### config.mk
export PLATFORM = sky130hd
export DESIGN_NAME = shift_reg_seq
export DESIGN_NICKNAME = d
export VERILOG_FILES = /design/src/rtl/shift_reg_pkg.sv /design/src/rtl/seq_out_fifo.sv /design/src/rtl/shift_reg_seq.sv
export SDC_FILE = /design/constraint.sdc
export NUM_CORES = 1
export LEC_CHECK = 0
export CORE_MARGIN = 10
export CORE_UTILIZATION = 35
export DETAILED_ROUTE_END_ITERATION = 8
export MAX_ROUTING_LAYER = met4
export PLACE_DENSITY = 0.53
export SYNTH_ARGS = -nofsm -noshare
export SYNTH_HDL_FRONTEND = slang
export SYNTH_SLANG_ARGS = --single-unit
### constraint.sdc
create_clock -name clk -period 2.9 [get_ports clk]
set_input_delay 0.58 -clock clk [delete_from_list [all_inputs] [get_ports clk]]
set_output_delay 0.58 -clock clk [all_outputs]
set_load 0.02 [all_outputs]
### src/rtl/shift_reg_pkg.sv
// Shared encodings for the shift_reg sequencer: shift_reg control codes,
// command opcodes, FSM states and output FIFO depth.
package shift_reg_pkg;

  localparam logic [1:0] REG_UPLOAD = 2'd0;
  localparam logic [1:0] REG_LOAD   = 2'd1;
  localparam logic [1:0] REG_WRITE  = 2'd2;
  localparam logic [1:0] REG_READ   = 2'd3;

  typedef enum logic [1:0] {
    CMD_WRITE = 2'd0,
    CMD_READ  = 2'd1,
    CMD_LOAD  = 2'd2,
    CMD_RSVD  = 2'd3
  } cmd_op_e;

  localparam logic [2:0] ST_IDLE     = 3'd0;
  localparam logic [2:0] ST_WR       = 3'd1;
  localparam logic [2:0] ST_RD       = 3'd2;
  localparam logic [2:0] ST_RD_DRAIN = 3'd3;
  localparam logic [2:0] ST_LD       = 3'd4;

  localparam int OUT_DEPTH = 4;

endpackage

### src/rtl/seq_out_fifo.sv
// Four-entry synchronous FIFO holding read-burst words plus their last flag.
module seq_out_fifo
  import shift_reg_pkg::*;
#(
  parameter int WIDTH = 9
) (
  input  logic             clk,
  input  logic             reset_n,
  input  logic             push,
  input  logic [WIDTH-1:0] push_data,
  input  logic             pop,
  output logic [WIDTH-1:0] head,
  output logic [2:0]       count,
  output logic             empty
);

  logic [WIDTH-1:0] mem [OUT_DEPTH];
  logic [1:0]       wr_ptr;
  logic [1:0]       rd_ptr;
  logic             do_push;
  logic             do_pop;

  assign do_push = push && (count != 3'(OUT_DEPTH));
  assign do_pop  = pop && (count != 3'd0);
  assign head    = mem[rd_ptr];
  assign empty   = (count == 3'd0);

  always_ff @(posedge clk) begin
    if (!reset_n) begin
      wr_ptr <= 2'd0;
      rd_ptr <= 2'd0;
      count  <= 3'd0;
      for (int i = 0; i < OUT_DEPTH; i++) mem[i] <= '0;
    end else begin
      if (do_push) begin
        mem[wr_ptr] <= push_data;
        wr_ptr      <= wr_ptr + 2'd1;
      end
      if (do_pop) rd_ptr <= rd_ptr + 2'd1;
      case ({do_push, do_pop})
        2'b10:   count <= count + 3'd1;
        2'b01:   count <= count - 3'd1;
        default: count <= count;
      endcase
    end
  end

endmodule

### src/rtl/shift_reg_seq.sv
// Initiator-side sequencer for one shift_reg: bursts words in via WRITE, drains
// them out via READ into a valid/ready stream, and pulses LOAD.
module shift_reg_seq
  import shift_reg_pkg::*;
#(
  parameter int DATA_WIDTH = 8,
  parameter int LENGTH     = 4
) (
  input  logic                  clk,
  input  logic                  reset_n,
  input  logic                  cmd_valid,
  output logic                  cmd_ready,
  input  logic [1:0]            cmd_op,
  input  logic [DATA_WIDTH-1:0] s_data,
  input  logic                  s_valid,
  output logic                  s_ready,
  output logic [DATA_WIDTH-1:0] m_data,
  output logic                  m_valid,
  input  logic                  m_ready,
  output logic                  m_last,
  output logic [1:0]            reg_ctrl_code,
  output logic [DATA_WIDTH-1:0] reg_data_write,
  input  logic [DATA_WIDTH-1:0] reg_data_read,
  output logic                  busy,
  output logic                  done
);

  localparam int CW = $clog2(LENGTH + 1);

  logic [2:0]            state;
  logic [CW-1:0]         word_cnt;
  logic                  armed;
  logic                  done_q;
  logic [1:0]            ctrl_code_q;
  logic [DATA_WIDTH-1:0] data_write_q;
  // READ issue pipeline: p1 = READ code on the pins, p2 = data_read valid
  logic                  p1_vld, p1_last, p2_vld, p2_last;

  logic                  cmd_fire, s_fire, issue, issue_last, has_space;
  logic [3:0]            occupancy;
  logic [2:0]            fifo_count;
  logic                  fifo_empty;
  logic [DATA_WIDTH:0]   fifo_head;

  assign cmd_ready  = (state == ST_IDLE) && armed;
  assign cmd_fire   = cmd_valid && cmd_ready;
  assign s_ready    = (state == ST_WR);
  assign s_fire     = s_valid && s_ready;
  assign busy       = (state != ST_IDLE);
  assign done       = done_q;
  assign reg_ctrl_code  = ctrl_code_q;
  assign reg_data_write = data_write_q;

  // In-flight reads reserve a FIFO slot so back-pressure can never drop a word
  assign occupancy  = {1'b0, fifo_count} + {3'b000, p1_vld} + {3'b000, p2_vld};
  assign has_space  = (occupancy < 4'(OUT_DEPTH));
  // The accepting cycle of a READ command already counts as the first issue
  assign issue      = (cmd_fire && (cmd_op == CMD_READ)) || ((state == ST_RD) && has_space);
  assign issue_last = (state == ST_RD) && (word_cnt == CW'(LENGTH - 1));

  assign m_valid = !fifo_empty;
  assign m_data  = fifo_head[DATA_WIDTH-1:0];
  assign m_last  = fifo_head[DATA_WIDTH];

  seq_out_fifo #(
    .WIDTH(DATA_WIDTH + 1)
  ) u_fifo (
    .clk      (clk),
    .reset_n  (reset_n),
    .push     (p2_vld),
    .push_data({p2_last, reg_data_read}),
    .pop      (m_valid && m_ready),
    .head     (fifo_head),
    .count    (fifo_count),
    .empty    (fifo_empty)
  );

  always_ff @(posedge clk) begin
    if (!reset_n) begin
      state        <= ST_IDLE;
      word_cnt     <= '0;
      armed        <= 1'b0;
      done_q       <= 1'b0;
      ctrl_code_q  <= REG_UPLOAD;
      data_write_q <= '0;
      p1_vld       <= 1'b0;
      p1_last      <= 1'b0;
      p2_vld       <= 1'b0;
      p2_last      <= 1'b0;
    end else begin
      armed       <= 1'b1;
      done_q      <= 1'b0;
      ctrl_code_q <= issue ? REG_READ : REG_UPLOAD;
      p1_vld      <= issue;
      p1_last     <= issue && issue_last;
      p2_vld      <= p1_vld;
      p2_last     <= p1_last;
      case (state)
        ST_IDLE: begin
          if (cmd_fire) begin
            case (cmd_op_e'(cmd_op))
              CMD_WRITE: begin
                state    <= ST_WR;
                word_cnt <= '0;
              end
              CMD_READ: begin
                state    <= ST_RD;
                word_cnt <= CW'(1);
              end
              CMD_LOAD: begin
                state       <= ST_LD;
                ctrl_code_q <= REG_LOAD;
                done_q      <= 1'b1;
              end
              default: done_q <= 1'b1;
            endcase
          end
        end
        ST_WR: begin
          if (s_fire) begin
            ctrl_code_q  <= REG_WRITE;
            data_write_q <= s_data;
            if (word_cnt == CW'(LENGTH - 1)) begin
              state    <= ST_IDLE;
              done_q   <= 1'b1;
              word_cnt <= '0;
            end else begin
              word_cnt <= word_cnt + CW'(1);
            end
          end
        end
        ST_RD: begin
          if (issue) begin
            if (issue_last) state <= ST_RD_DRAIN;
            word_cnt <= word_cnt + CW'(1);
          end
        end
        ST_RD_DRAIN: begin
          if (!p1_vld && !p2_vld && fifo_empty) begin
            state    <= ST_IDLE;
            done_q   <= 1'b1;
            word_cnt <= '0;
          end
        end
        ST_LD:   state <= ST_IDLE;
        default: state <= ST_IDLE;
      endcase
    end
  end

endmodule

* Word level (Yosys, flattened, before mapping)
Memories as Yosys holds them, arrays and structs flattened. A register that Yosys moved wholly into a read port is not among the register bits.
Index checks and enable logic that the tools add are counted.
** Storage, ports and cells
- Register bits :: 29
- RAM bits :: 36
- Bits of input ports :: 23
- Output and inout port bits :: 24
- Logic and storage cells :: 103
- Memories :: 1
** Operators by class
- $add $sub $neg :: 7
- Order comparisons :: 1
- Equality and inequality tests :: 17
- Muxes and demuxes :: 36
- Reductions and logical operators :: 28
** Memory list
- u_fifo.mem :: words 4, bits a word 9, read ports 1, clocked after Yosys merged registers in 1, wr ports 4, RTL line seq_out_fifo.sv:17 : logic [WIDTH-1:0] mem [OUT_DEPTH];
** Operators by type and width (count)
- 3-bit two-way mux :: 10
- 3-bit one-hot mux with 4 select lines :: 2
- 2-bit two-way mux :: 7
- 1-bit logical AND :: 12
- 3-bit one-hot mux with 2 select lines :: 2
- 1-bit two-way mux :: 11
- 3-bit by 2-bit == test with 1-bit output, second input constant :: 3
- 9-bit two-way mux :: 1
- 3-bit one-hot mux with 3 select lines :: 1
- 9-bit OR reduction :: 1
- 2-bit inequality test, second input constant :: 4
- 7-bit AND reduction :: 1
- 3-bit by 1-bit adder with 3-bit output, second input constant :: 2
- 3-bit logical NOT :: 2
- 6-bit AND reduction :: 1
- 3-bit nonzero test :: 2
- 2-bit by 1-bit adder with 2-bit output, second input constant :: 2
- 3-bit by 1-bit adder with 4-bit output :: 1
- 4-bit by 1-bit adder with 4-bit output :: 1
- 2-bit by 1-bit == test with 1-bit output, second input constant :: 2
- 2-bit == test, second input constant :: 2
- 4-bit by 3-bit less-than comparator with 1-bit output, second input constant :: 1
- 2-bit by 1-bit inequality test with 1-bit output, second input constant :: 2
- 4-bit by 1-bit inequality test with 1-bit output, second input constant :: 1
- 13 further kinds :: 15

* Longest topological paths before layout
Gate-level depths: netlist of the first run.
- Depth in word-level cells :: 9
- Gate-level depth with buffers :: 9
- Gate-level depth less buffers :: 9

* By module
Synthesis of the first run repeated with hierarchy kept, for this count alone.
** Unflattened totals
- Cells, all modules :: 282
- Area, all modules :: 3248.1 µm²
** By module, submodules not included
- seq_out_fifo :: times used 1, cells each 138, area an instance 2040.7 µm², sequential area each 1261.2 µm²
- shift_reg_seq :: times used 1, cells each 144, area an instance 1207.4 µm², sequential area each 440.4 µm²

* Worst setup path after synthesis of the first run
No wires, ideal clock.
- Path kind :: register to register
- Start :: register u_fifo.count[2]
- End :: register u_fifo.count[2]
- Library setup time :: 0.071 ns
- Arrival :: 2.055 ns
- Data required time :: 2.829 ns
- Setup slack :: 0.774 ns
- Stages on the path, launching flop included :: 9
- Path buffers :: 0
- Period minus slack after synthesis :: 2.126 ns
- Cell sequence :: dfxtp_1 > or3b_1 > nand2_2 > ha_1 > inv_1 > fa_1 > xor2_1 > or3_1 > a21oi_1
** Between the ends
- Longest elaborated chain between the ends :: 6
- Elaborated cells on any way between the ends :: 13
- Those cells by class :: add/sub: 2; eq/ne: 3; mux: 1; reduce/logical: 7
** RTL lines
- start, declared :: RTL line seq_out_fifo.sv:13 : output logic [2:0] count,
- start signal, assigned :: RTL line seq_out_fifo.sv:41 : 2'b10: count <= count + 3'd1;
- start signal, assigned :: RTL line seq_out_fifo.sv:42 : 2'b01: count <= count - 3'd1;
- start signal, assigned :: RTL line seq_out_fifo.sv:43 : default: count <= count;
- 3-bit logical NOT :: RTL line seq_out_fifo.sv:26 : assign empty = (count == 3'd0);
- 1-bit logical NOT :: RTL line shift_reg_seq.sv:61 : assign m_valid = !fifo_empty;
- 1-bit logical AND :: RTL line shift_reg_seq.sv:72 : .pop (m_valid && m_ready),
- 1-bit logical AND :: RTL line seq_out_fifo.sv:24 : assign do_pop = pop && (count != 3'd0);
- 2-bit by 1-bit == test with 1-bit output / 2-bit == test (equally long branches) :: RTL line seq_out_fifo.sv:40 : case ({do_push, do_pop})
- 3-bit one-hot mux with 2 select lines / 2-bit nonzero test (equally long branches)
Parallel ways exist; a longest one is shown, timed or not.
A chain may end at the register's enable or synchronous reset.

==> results of run 1 <==
-- metrics by stage --
step	std cells	area (sq um)	util	total power, mW
6_report	435	3860	0.445	1.94
5_1_grt	435	3860	0.445	2.03
4_1_cts	435	3860	0.445	1.97
3_5_place_dp	419	3690	0.426	1.30
3_3_place_gp	419	3690	0.426	1.30
2_1_floorplan	269	3090	-	1.19
-- area by class of cell --
type / count / share of cell area
repair buffers: 53 / 0.133
well taps: 108 / 0.0350
inverters: 13 / 0.0126
flip-flops and latches: 67 / 0.441
clock buffers: 9 / 0.0321
clock inverters: 7 / 0.0113
multi-input cells: 178 / 0.336
-- Yosys cell counts, drive strengths merged (3+ instances only) --
cell type / instances
edfxtp: 36
buf: 6
mux2i: 3
a211oi: 3
clkbuf: 5
and2: 23
ha: 9
nand2: 25
and3: 19
xnor2: 3
o21ai: 6
inv: 13
nand3: 6
xor2: 4
nor2: 18
dfxtp: 31
nor4: 4
nor3: 6
a21oi: 15
mux4: 9
-- logic make-up after synthesis --
group,synth area share
xor+xnor,0.0198
buf+inv,0.0328
fa+ha+maj,0.0429
simple gates,0.204
flops,0.550
compound gates,0.0756
mux,0.0752
-- sequential cells by signal, summed over array words and instances, names as in the netlist, 2 cells and up, named ones only --
signal,cells
word_cnt,3
reg_ctrl_code,2
state,3
reg_data_write,8
u_fifo.mem,36
u_fifo.rd_ptr,2
u_fifo.wr_ptr,2
u_fifo.count,3
-- cell usage in the layout (no fill, tap or decap), drive strengths merged, types with 2 or more instances in the layout --
cell type      count
xor2               4
nand2             25
edfxtp            36
a21oi             15
nor4               4
clkdlybuf4s50     46
nand3b             2
clkinv             5
or3                2
and2              23
a211oi             3
xnor2              3
mux4               9
clkbuf             9
nor2              18
o21ai              6
a21o               2
ha                 9
nor3               6
nand3              6
o31ai              2
dfxtp             31
or3b               2
mux2i              3
and3              19
inv               14
buf                7
nand2b             2
-- power groups by stage --
stage	sequential [mW]	clock, mW	combinational (mW)
floorplan	1.07	0	0.127
global placement	1.07	0	0.235
detailed placement	1.07	0	0.235
CTS	1.05	0.690	0.236
global route	1.05	0.731	0.254
finish	1.05	0.665	0.231
-- worst paths after layout --
path | start | to | slack (ps)
setup reg to reg | u_fifo.count[2] | u_fifo.count[2] | 600
hold reg to reg | p1_last | p2_last | 430
hold / removal | p1_last | p2_last | 430
setup / recovery | flip-flop | m_data[0] | 360
-- metal layers --
| metal | track usage | wire length, microns | up-vias |
|---|---|---|---|
| li1 | - | - | 1076 |
| met1 | 0.124 | 3010 | 1014 |
| met2 | 0.180 | 3320 | 43 |
| met3 | 0.0373 | 233 | 6 |
| met4 | 0.0309 | 65 | 0 |
| met5 | - | 0 | - |
==> metrics.md, run 1 <==
| Metric | Value |
|---|---|
| Design internal power | `approximately 1.4 mW` |
| Net Sw Power | `around 500 uW` |
| Final Setup Violations | `0` |
| Type of element launching the critical path | `flip-flop` |
| Mean post-synth cell area | `11.5 sq um` |
| Post-synth top area share | `0.349` |
| Number of pins with negative max-slew slack in the final report | `0` |
| Total area of sequential cells | `between 1500 and 2000 sq um` |
| Number of buffer and inverter stages on the critical path | `2` |
| Count of flip-flops with a built-in enable after synthesis | `36` |
| Final nets | `roughly 360` |
| Count of unresolved DRC violations after routing | `0` |
| Number of cell rows | `34` |
| Hold Buf Count CTS | `0` |
| Share of total power in combinational logic | `0.119` |
| Floorplan die area | `between 10000 and 15000 sq um` |
| Final GP Congestion | `roughly 0.80` |
| DP HPWL | `4700 microns` |
| Crit Path Max Fanout | `9` |
| Number of cells produced by synthesis | `around 270` |
| Critical Setup Path Class | `reg2out` |
| CTS tree | `done` |
| Fraction of final layout cells sized beyond drive strength 1 | `0.128` |
| Sw Ratio | `0.256` |
| Synthesized Nets | `just over 300` |
| Slowest-stage cell, CP | `clkdlybuf4s50_1` |
| Number of global-route vias before repair | `2200` |
| Register bit total from synthesis | `67` |
| Unrepaired setup endpoints after global routing | `no` |
| Netlist area before placement | `~3100 sq um` |
| Rel. slew slack | `0.373` |
| Ys flop type | `edfxtp_1` |
| Total of max-cap violations | `0` |
| Endpoint kind of the worst setup timing path | `primary output` |
| Number of hold violations in the final report | `0` |
| Number of vias in the routed layout | `between 2k and 2.5k` |
| Worst Hold Class | `reg2reg` |
| Result of the run | `completed` |
| Area used by multi-input combinational logic | `1300 sq um` |
| Boundary pin count | `between 40 and 50` |
| Vias/cell | `about 4.9` |
| Input/output buffers | `46` |
| Core area | `8680 sq um` |
| Cells taking the most area after synthesis | `edfxtp_1, dfxtp_1, mux4_2, and2_1, and3_1` |
| Clock root buffer | `clkbuf_8` |
| Total number of yosys warnings | `0` |
| Filler cell count | `between 800 and 900` |
| H-tree depth | `3` |
| Number of detailed-routing iterations run before antenna repair | `4` |
| # resized after CTS | `0` |
| Number of buffers inserted by post-CTS setup repair | `0` |
| Share of total power in the clock network | `0.342` |
| First-pass GRT wire length | `approximately 11000 microns` |
| Final sum of negative setup slack | `0 ps` |
| CTS max path bufs | `2` |
| Ordered cell list for the critical path | `buf_4 > mux4_2 > clkdlybuf4s50_1` |
| Fraction of power consumed by sequential logic | `0.538` |
| Total gr overflow | `0` |
| Slew at the pin with the worst max-slew slack | `934 ps` |
| Category of cells accounting for the largest share of critical-path delay | `buffers and inverters` |
| Final ANT Viol Nets | `0` |
| Clk Latency, worst-skew pair | `~330 ps` |
| Total number of clock tree sinks | `between 60 and 70` |
| Portion of the clock cycle consumed by the worst path in the final layout | `0.876` |
| Leak | `1.44 nW` |
| Pin count of the biggest net entering global routing | `28` |
| Number of clock buffers inserted by TritonCTS | `9` |
| Wire per inst | `15.2 microns` |
| Hold Path Cell Cnt | `1` |
| Die extent in x | `between 100 and 150 microns` |
| Cell taking the most area after synthesis | `edfxtp_1` |
| Register-to-Register Path Depth | `8` |
| Die span in y | `approximately 110 microns` |
| Post-route worst setup slack | `between 300 and 400 ps` |
| Clock transition time at the flip-flop clock pins of the worst setup and hold paths | `around 80 ps` |
| Post-synth cell types | `between 40 and 50` |
| PD cells | `roughly 500 nW/um^2` |
| Sequential-to-total area share from yosys stat | `0.550` |
| Fraction of registers with async set/reset | `0` |
| Number of antenna violations at the first check in global routing | `0` |
| Data arrival at the endpoint of the critical path | `1960 ps` |
| Overall global routing resource usage | `0.109` |
| Peak supply drop | `about 230 uV` |
| Endpoint required time on the critical path | `between 2000 and 2500 ps` |
| Initial cell density of the core | `0.357` |
| Area delta synth->final | `24.8%` |
| Shortest period the worst path allows | `2540 ps` |
| Maximum achievable frequency | `0.394 GHz` |
| Hold Worst Slack | `around 430 ps` |
| Placement-stage worst setup slack | `roughly 380 ps` |
| Count of antenna diodes in the layout | `0` |
| Worst Skew | `10.2 ps` |
| Delay of the slowest critical-path stage | `560 ps` |
| Post-detailed-routing wire length | `approximately 6600 microns` |
| Critical path depth | `3` |
| First DRT Iteration DRCs | `100` |
No activity file was read; power rests on OpenSTA's default activity.
==> run 2, diff against run 1 <==
--- a/config.mk
+++ b/config.mk
@@ -9,7 +9,7 @@
 export CORE_UTILIZATION = 35
 export DETAILED_ROUTE_END_ITERATION = 8
 export MAX_ROUTING_LAYER = met4
-export PLACE_DENSITY = 0.53
+export PLACE_DENSITY = 0.54
 export SYNTH_ARGS = -nofsm -noshare
 export SYNTH_HDL_FRONTEND = slang
 export SYNTH_SLANG_ARGS = --single-unit
==> metrics.md, run 2 (synthesis gave the netlist of run 1 again) <==
| Metric | Value |
|---|---|
| Result of the run | `completed` |
| Wire length on met1 | `3130 microns (+4.1%)` |
| Number of vias in the routed layout | `2129 (-0.47%)` |
| Clock root buffer | `clkbuf_8` |
| Total of max-cap violations | `0 (unchanged)` |
| Number of pins with negative max-slew slack in the final report | `0 (unchanged)` |
| Die span in y | `114 microns (unchanged)` |
| Worst Skew | `12.0 ps (+1.75 ps)` |
| Number of buffer and inverter stages on the critical path | `2 (unchanged)` |
| Final sum of negative setup slack | `0 ps (unchanged)` |
| Number of hold violations in the final report | `0 (unchanged)` |
| Area delta synth->final | `26.9%` |
| Boundary pin count | `47 (unchanged)` |
| Biggest register | `u_fifo.mem` |
| Total gr overflow | `0 (unchanged)` |
| Worst Hold Class | `reg2reg` |
| Count of antenna diodes in the layout | `0 (unchanged)` |
| CTS max path bufs | `2 (unchanged)` |
| Pin count of the biggest net entering global routing | `28 (unchanged)` |
| Hold Path Cell Cnt | `1 (unchanged)` |
| Final Setup Violations | `0 (unchanged)` |
| Die extent in x | `114 microns (unchanged)` |
| Uppermost signal routing layer after detailed routing | `met4` |
| Clk Latency, worst-skew pair | `350 ps (+20 ps)` |
| PD cells | `549 nW/um^2 (+9.3%)` |
| Wire per inst | `15.9 microns (+4.1%)` |
| Hold Worst Slack | `439 ps (+5.61 ps)` |
| # resized after CTS | `0 (unchanged)` |
| Count of unresolved DRC violations after routing | `0 (unchanged)` |
| Cell area after layout | `3930 sq um (+1.7%)` |
| Maximum achievable frequency | `0.389 GHz (-1.1%)` |
| Number of global-route vias before repair | `2340 (+6.4%)` |
| Max FFs per register | `36 (unchanged)` |
| Final nets | `356 (+0.28%)` |
| CTS tree | `done` |
| Ordered cell list for the critical path | `buf_4 > mux4_2 > clkdlybuf4s50_1` |
| Critical path depth | `3 (unchanged)` |
| Type of element launching the critical path | `flip-flop` |
| Overall global routing resource usage | `0.115 (+0.00553)` |
| Metal3 WL | `250 microns (+7.3%)` |
| Critical Setup Path Class | `reg2out` |
| Slowest-stage cell, CP | `clkdlybuf4s50_1` |
| Total number of clock tree sinks | `67 (unchanged)` |
| Shortest period the worst path allows | `2570 ps (+27.4 ps)` |
| Data arrival at the endpoint of the critical path | `1990 ps (+30 ps)` |
| Filler cell count | `837 (+2.2%)` |
| Input/output buffers | `46 (unchanged)` |
| Rel. slew slack | `0.486 (+0.113)` |
| Initial cell density of the core | `0.357 (unchanged)` |
| Category of cells accounting for the largest share of critical-path delay | `buffers and inverters` |
| Peak supply drop | `278 uV (+20%)` |
| Post-detailed-routing wire length | `6910 microns (+4.3%)` |
| Final GP Congestion | `0.832 (+4.3%)` |
| DP HPWL | `4780 microns (+1.8%)` |
| Number of detailed-routing iterations run before antenna repair | `6 (+2)` |
| Hold Buf Count CTS | `0 (unchanged)` |
| Floorplan die area | `13000 sq um (unchanged)` |
| Area after detailed placement | `3700 sq um (+0.20%)` |
| Slew at the pin with the worst max-slew slack | `769 ps (-165 ps)` |
| Delay of the slowest critical-path stage | `570 ps (about the same)` |
| Fraction of final layout cells sized beyond drive strength 1 | `0.134 (+0.00571)` |
| Leading cell type in the layout, fill and taps excluded | `clkdlybuf4s50_1` |
| Number of cell rows | `34 (unchanged)` |
| First DRT Iteration DRCs | `89 (-11%)` |
| Launch instance of the worst register-to-register path | `u_fifo.count[2]` |
| Leak | `1.47 nW (+1.7%)` |
| Register-to-Register Path Depth | `8 (unchanged)` |
| Capture point of the worst reg-to-reg path | `u_fifo.count[2]` |
| H-tree depth | `3 (unchanged)` |
| Worst R2R Setup Slack | `610 ps (about the same)` |
| Crit Path Max Fanout | `9 (unchanged)` |
| Number of buffers inserted by post-CTS setup repair | `0 (unchanged)` |
| Number of clock buffers inserted by TritonCTS | `9 (unchanged)` |
| Number of antenna violations at the first check in global routing | `0 (unchanged)` |
| Portion of the clock cycle consumed by the worst path in the final layout | `0.885 (+0.00944)` |
| First-pass GRT wire length | `11500 microns (+4.1%)` |
| CP endpoint | `m_last` |
| Commonest non-fill, non-tap cells in the layout | `clkdlybuf4s50_1, edfxtp_1, dfxtp_1` |
| Endpoint kind of the worst setup timing path | `primary output` |
| Clock transition time at the flip-flop clock pins of the worst setup and hold paths | `80 ps (about the same)` |
| Core area | `8680 sq um (unchanged)` |
| Final ANT Viol Nets | `0 (unchanged)` |
| Endpoint required time on the critical path | `2320 ps (about the same)` |
| Unrepaired setup endpoints after global routing | `no` |
| Vias/cell | `4.88 (-0.70%)` |
| Detail Route met2 WL | `3420 microns (+3.0%)` |
-- run 2: changes by cell type in the layout (fill, tap and decap cells not counted), sizes merged --
cell | before | now
buf | 7 | 8
bufinv | 0 | 2
clkinv | 5 | 2
clkinvlp | 1 | 2
-- run 2: layer usage --
metal / GRT usage / vias to the layer above
li1: - / 1074
met1: 0.128 / 1010
met2: 0.190 / 34
met3: 0.0304 / 11
met4: 0.0501 / 0
met5: - / -
-- run 2: layout make-up --
cell class	instances	area, sq um	area share
clock inverter	7	101	0.0258
sequential	67	1700	0.433
tap	108	135	0.0344
inverter	13	48.8	0.0124
timing repair buffer	54	520	0.133
multi-input combinational	178	1300	0.330
clock buffer	9	124	0.0315
-- run 2: where the power goes --
group | switching [mW] | internal (mW) | leakage, nW
sequential | 0.0189 | 1.03 | 0.622
combinational | 0.120 | 0.112 | 0.737
clock | 0.390 | 0.490 | 0.106
total | 0.529 | 1.63 | 1.47
-- run 2: worst min-delay path by stage --
| stage | end | start |
|---|---|---|
| final | p2_last | p1_last |
| after global routing | reg_data_write[4] | reg_data_write[4] |
| after CTS | p2_last | p1_last |
| after detailed placement | p2_last | p1_last |
| after global placement | p2_last | p1_last |
| after floorplan | p2_last | p1_last |
-- run 2: metrics by stage --
stage | setup WS (ps) | std cells | utilization | total power, mW
6_report | 332 | 436 | 0.453 | 2.16
5_1_grt | 233 | 436 | 0.453 | 2.25
4_1_cts | 277 | 436 | 0.453 | 2.19
3_5_place_dp | 379 | 420 | 0.427 | 1.30
3_3_place_gp | 433 | 420 | 0.427 | 1.30
2_1_floorplan | 774 | 269 | - | 1.19
